==> src/rtl/pavana_scan_harness.sv <==
// Serial scan harness: an input chain shifted in and transferred to registered DUT inputs,
// and an output chain captured from DUT outputs and shifted out through a single tap.
module pavana_scan_harness #(
  parameter int IN_W      = 416,
  parameter int OUT_W     = 400,
  parameter bit MSB_FIRST = 1'b0
) (
  input  logic             clk_i,
  input  logic             rst_i,
  input  logic             shiftdata_i,
  input  logic             shift_en_i,
  input  logic             update_i,
  input  logic             rdcfg_i,
  input  logic [OUT_W-1:0] dut_out_i,
  output logic [IN_W-1:0]  dut_in_o,
  output logic             shiftdata_o,
  output logic             out_valid_o,
  output logic             in_full_o
);

  localparam int ICW = $clog2(IN_W + 1);
  localparam int OCW = $clog2(OUT_W + 1);

  localparam logic [ICW-1:0] IN_CNT_MAX  = ICW'(IN_W);
  localparam logic [OCW-1:0] OUT_CNT_MAX = OCW'(OUT_W);

  logic [IN_W-1:0]  in_chain_q,  in_chain_d;
  logic [IN_W-1:0]  dut_in_q,    dut_in_d;
  logic [ICW-1:0]   in_cnt_q,    in_cnt_d;
  logic [OUT_W-1:0] out_chain_q, out_chain_d;
  logic [OCW-1:0]   out_cnt_q,   out_cnt_d;

  always_comb begin
    in_chain_d = in_chain_q;
    dut_in_d   = dut_in_q;
    in_cnt_d   = in_cnt_q;

    if (shift_en_i) begin
      in_chain_d = {in_chain_q[IN_W-2:0], shiftdata_i};
    end

    // Update takes the chain as it was before this edge's shift.
    if (update_i) begin
      dut_in_d = in_chain_q;
      in_cnt_d = shift_en_i ? ICW'(1) : '0;
    end else if (shift_en_i && (in_cnt_q != IN_CNT_MAX)) begin
      in_cnt_d = in_cnt_q + ICW'(1);
    end
  end

  always_comb begin
    out_chain_d = out_chain_q;
    out_cnt_d   = out_cnt_q;

    if (rdcfg_i) begin
      out_chain_d = dut_out_i;
      out_cnt_d   = OUT_CNT_MAX;
    end else if (shift_en_i && (out_cnt_q != '0)) begin
      if (MSB_FIRST) begin
        out_chain_d = {out_chain_q[OUT_W-2:0], 1'b0};
      end else begin
        out_chain_d = {1'b0, out_chain_q[OUT_W-1:1]};
      end
      out_cnt_d = out_cnt_q - OCW'(1);
    end
  end

  always_ff @(posedge clk_i) begin
    if (rst_i) begin
      in_chain_q  <= '0;
      dut_in_q    <= '0;
      in_cnt_q    <= '0;
      out_chain_q <= '0;
      out_cnt_q   <= '0;
    end else begin
      in_chain_q  <= in_chain_d;
      dut_in_q    <= dut_in_d;
      in_cnt_q    <= in_cnt_d;
      out_chain_q <= out_chain_d;
      out_cnt_q   <= out_cnt_d;
    end
  end

  // Outputs come straight from flops so nothing combinational reaches them from the inputs.
  assign dut_in_o    = dut_in_q;
  assign shiftdata_o = MSB_FIRST ? out_chain_q[OUT_W-1] : out_chain_q[0];
  assign out_valid_o = (out_cnt_q != '0);
  assign in_full_o   = (in_cnt_q == IN_CNT_MAX);

endmodule

==> config.mk <==
export PLATFORM = sky130hd
export DESIGN_NAME = pavana_scan_harness
export DESIGN_NICKNAME = d
export VERILOG_FILES = /design/src/rtl/pavana_scan_harness.sv
export SDC_FILE = /design/constraint.sdc
export NUM_CORES = 2
export LEC_CHECK = 0
export BUFFER_PORTS_ARGS = -buffer_cell sky130_fd_sc_hd__buf_4
export CORE_AREA = 2 2 325 327
export DETAILED_ROUTE_END_ITERATION = 10
export DIE_AREA = 0 0 327 329
export PLACE_DENSITY = 0.77
export SYNTH_ARGS = -nofsm -noshare
export SYNTH_HDL_FRONTEND = slang
export SYNTH_SLANG_ARGS = --single-unit
==> constraint.sdc <==
create_clock -name clk_i -period 2.35 [get_ports clk_i]
set_input_delay 0.47 -clock clk_i [delete_from_list [all_inputs] [get_ports clk_i]]
set_output_delay 0.47 -clock clk_i [all_outputs]
set_load 0.05 [all_outputs]
==> results.json <==
{
  "status": "finished clean",
  "drt_iter0_drc": 2724,
  "yosys.area_share.simple": 0.101,
  "drive_above_1_share": 0.236,
  "rsz0062_at_grt": "yes",
  "muxShareOfSynthArea": 0.172,
  "intPower_uw": 35800,
  "drv_slew": 0,
  "seq_area_frac_synth": 0.516,
  "relSlewSlack": 0.551,
  "fp.dieW_um": 327,
  "grt_overflow": 0,
  "nets": 6292,
  "fin_crit_sh": 0.993,
  "ant_nets": 0,
  "worst_slew_pin_slew_ns": 0.674,
  "cts_buffers": 121,
  "r2r_cells": 9,
  "fin_crit_ns": 2.33,
  "required_ns": 2.94,
  "r2r_start": "out_cnt_q[1]",
  "setup_viol": 0,
  "die_h_um": 329,
  "cts_tree": "built",
  "synth-edff-count": 0,
  "drv_cap": 0,
  "grt_pass1_wl_mm": 202,
  "htreeDepth": 3,
  "power_density_nw_per_um2": 747,
  "cts_sinks": 1250,
  "finalHoldViolations": 0,
  "critical_path.max_fanout": 24,
  "die-area_um2": 108000,
  "cpPeakStageDelay_ns": 0.49,
  "synth_ff_type": "dfxtp_1",
  "cp-start-kind": "flip-flop",
  "io_pins": 825,
  "p_leak_uw": 0.0288,
  "synth_compound_area_frac": 0.141,
  "syn-num-nets": 5425,
  "power_frac_seq": 0.468,
  "worstSetupStartpoint": "out_cnt_q[1]",
  "post-dp-hpwl_mm": 85.9,
  "start_util": 0.464,
  "synth.avg_cell_area_um2": 9.67,
  "rrSetupSlack_ns": 0.02,
  "clkPwrFrac": 0.431,
  "netlist_area_um2": 48500,
  "synth_top_family_by_area": "multiplexers",
  "yosysWarnings": 0,
  "cp.arrival_ns": 2.92,
  "placedCellCount": 6960,
  "portBuffers": 824,
  "p_sw_frac": 0.241,
  "min_path_type": "input pin to flip-flop",
  "clock_path_buffers": 3,
  "switchingPower_uw": 11300,
  "wl_mm": 133,
  "fin_util": 0.604,
  "viasPerCell": 5.30,
  "end_kind": "flip-flop",
  "core_um2": 104000,
  "synthArstFlopShare": 0,
  "gp_congestion": 0.850,
  "pwr-share-comb": 0.101,
  "hold_slack_ns": 0.0501,
  "cp_slowest_cell": "or4b_4",
  "first_pass_iters": 6,
  "clock.fmax_mhz": 428,
  "yosysUniqueCellTypes": 38,
  "cp-endpoint": "out_chain_q[165]",
  "path_class": "flip-flop to flip-flop",
  "vias": 39100,
  "ys_ff_latch": 1250,
  "syn_inst": 5015,
  "grt_max_degree": 117,
  "fin_worst_skew_ns": 0.0433,
  "clkLatencyLatePin_ns": 0.72,
  "fillers": 8141,
  "wl_per_cell_um": 18.0,
  "min_path_cells": 3,
  "rows": 119,
  "rr_endpoint": "out_chain_q[165]",
  "vdd_drop_max_v": 0.000768,
  "drc": 0,
  "instances_no_fill": 7383,
  "syn_to_final_growth_pct": 30.0,
  "first_global_vias": 37900,
  "clk_pin_slew_ns": 0.07,
  "cts_root_buf": "clkbuf_16",
  "antenna_found_initial": 10,
  "synth_xor_xnor_area_share": 0.00145,
  "crit_path_frequent_cell": "buf_12",
  "track_usage": 0.229,
  "synth_fa_ha_area_frac": 0.00103,
  "cp_cell_sequence": "inv_4 > ha_4 > or4b_4 > o21ai_4 > buf_4 > buf_12 > buf_12 > nand2_1 > a221oi_1"
}
-- critical path: cells and delay by family, from the launching register on --
family,cells,cell delay [ns]
AO/OA/AOI/OAI,2,0.56
adder cells (fa/ha/maj),1,0.14
buffers and inverters,4,0.59
flip-flops,1,0.35
AND/OR/NAND/NOR,2,0.57
-- timing repair --
item / CTS / global route
endpoints found under the setup margin: 2 / 27
gates resized for setup: 18 / 22
setup buffers: 3 / 10
gates cloned: 0 / 7
pin swaps: 2 / 4
hold buffers: 170 / 0
endpoints found under the hold margin: 170 / 0
-- how the worst min path moves through the flow --
stage	from	end	slack, ns
finish	dut_out_i[316]	out_chain_q[316]	0.05
global route	dut_out_i[316]	out_chain_q[316]	0.02
CTS	dut_out_i[225]	out_chain_q[225]	0.0006
detailed placement	out_chain_q[9]	out_chain_q[9]	0.46
global placement	out_chain_q[319]	out_chain_q[319]	0.45
floorplan	out_chain_q[399]	out_chain_q[399]	0.44
-- power groups by stage --
stage / clock (uW) / combinational, uW / sequential [uW]
2_1_floorplan: 0 / 2800 / 22400
3_3_place_gp: 0 / 4170 / 22500
3_5_place_dp: 0 / 4250 / 22500
4_1_cts: 20600 / 4530 / 22000
5_1_grt: 21400 / 5090 / 22100
6_report: 20300 / 4760 / 22100
-- cell usage in the layout, fill, tap and decap left out, types with 39 or more instances in the layout --
cell type and count:
a21oi_1 409, a221oi_1 194, a221oi_2 205, buf_12 64, buf_4 904, clkbuf_16 128
clkbuf_8 39, dfxtp_1 1247, dlygate4sd3_1 170, inv_1 403, mux2i_1 835, nand2_1 406
nor2_1 845
-- Yosys cell counts (2+ instances only) --
cell      number  share of area
a221oi_2     193          0.060
nand4_1        2        0.00026
mux2i_1      835           0.17
nand3_1        3        0.00031
o41ai_1        2        0.00036
buf_2          4        0.00041
o21ai_0        4        0.00041
xnor2_1        5        0.00090
or2_2          2        0.00026
dfxtp_1     1250           0.52
ha_1           4         0.0010
clkbuf_1     273          0.021
xor2_1         3        0.00054
nor2_1       845          0.065
buf_1         93         0.0072
a21oi_1      410          0.042
or4b_2         2        0.00041
nor3_1         4        0.00041
inv_1        407          0.032
nand2_1      406          0.031
nor4_1         3        0.00039
or3_1          4        0.00052
buf_4         39         0.0060
a221oi_1     206          0.037
buf_6          3        0.00070
-- registers in the layout, summed over array words and instances (netlist names) --
signal and count:
in_chain_q 416, out_cnt_q 9, in_cnt_q 9, dut_in_o 416, out_chain_q 400
-- logic make-up (layout without fill, tap and decap cells) --
kind of cell / after synthesis / in the layout
xor+xnor: 8 / 8
flops: 1250 / 1250
simple gates: 1280 / 1280
other cells: 0 / 8
compound gates: 819 / 819
buf+inv: 819 / 1788
fa+ha+maj: 4 / 4
mux: 835 / 835
-- metal layers --
| metal | GRT usage | vias up | share of wire |
|---|---|---|---|
| met1 | 0.269 | 18700 | 0.40 |
| met4 | 0.114 | 4 | 0.046 |
| met2 | 0.386 | 1291 | 0.48 |
| met3 | 0.0639 | 328 | 0.077 |
| li1 | - | 18800 | - |
| met5 | 0 | - | 0.00017 |
-- through the flow --
| step | worst slack (ns) | instance area, um^2 | total power (uW) | setup TNS [ns] |
|---|---|---|---|---|
| after detailed placement | 0.0265 | 56600 | 26800 | 0 |
| final | 0.0155 | 63000 | 47100 | 0 |
| after floorplan | 0.162 | 48500 | 25200 | 0 |
| after global placement | 0.120 | 56600 | 26700 | 0 |
| after global routing | -0.0990 | 63000 | 48600 | -1.54 |
| after CTS | -0.0111 | 62700 | 47200 | -0.0111 |
-- area by class of cell --
class,instances,area (um^2),area share
flip-flops and latches,1250,25000,0.397
well taps,1391,1740,0.0276
inverters,407,1530,0.0243
multi-input cells,2946,20400,0.323
repair buffers,1156,10100,0.160
diodes,8,20.0,0.000318
clock inverters,44,581,0.00921
clock buffers,181,3660,0.0581
Power figures use the tool's default switching activity.
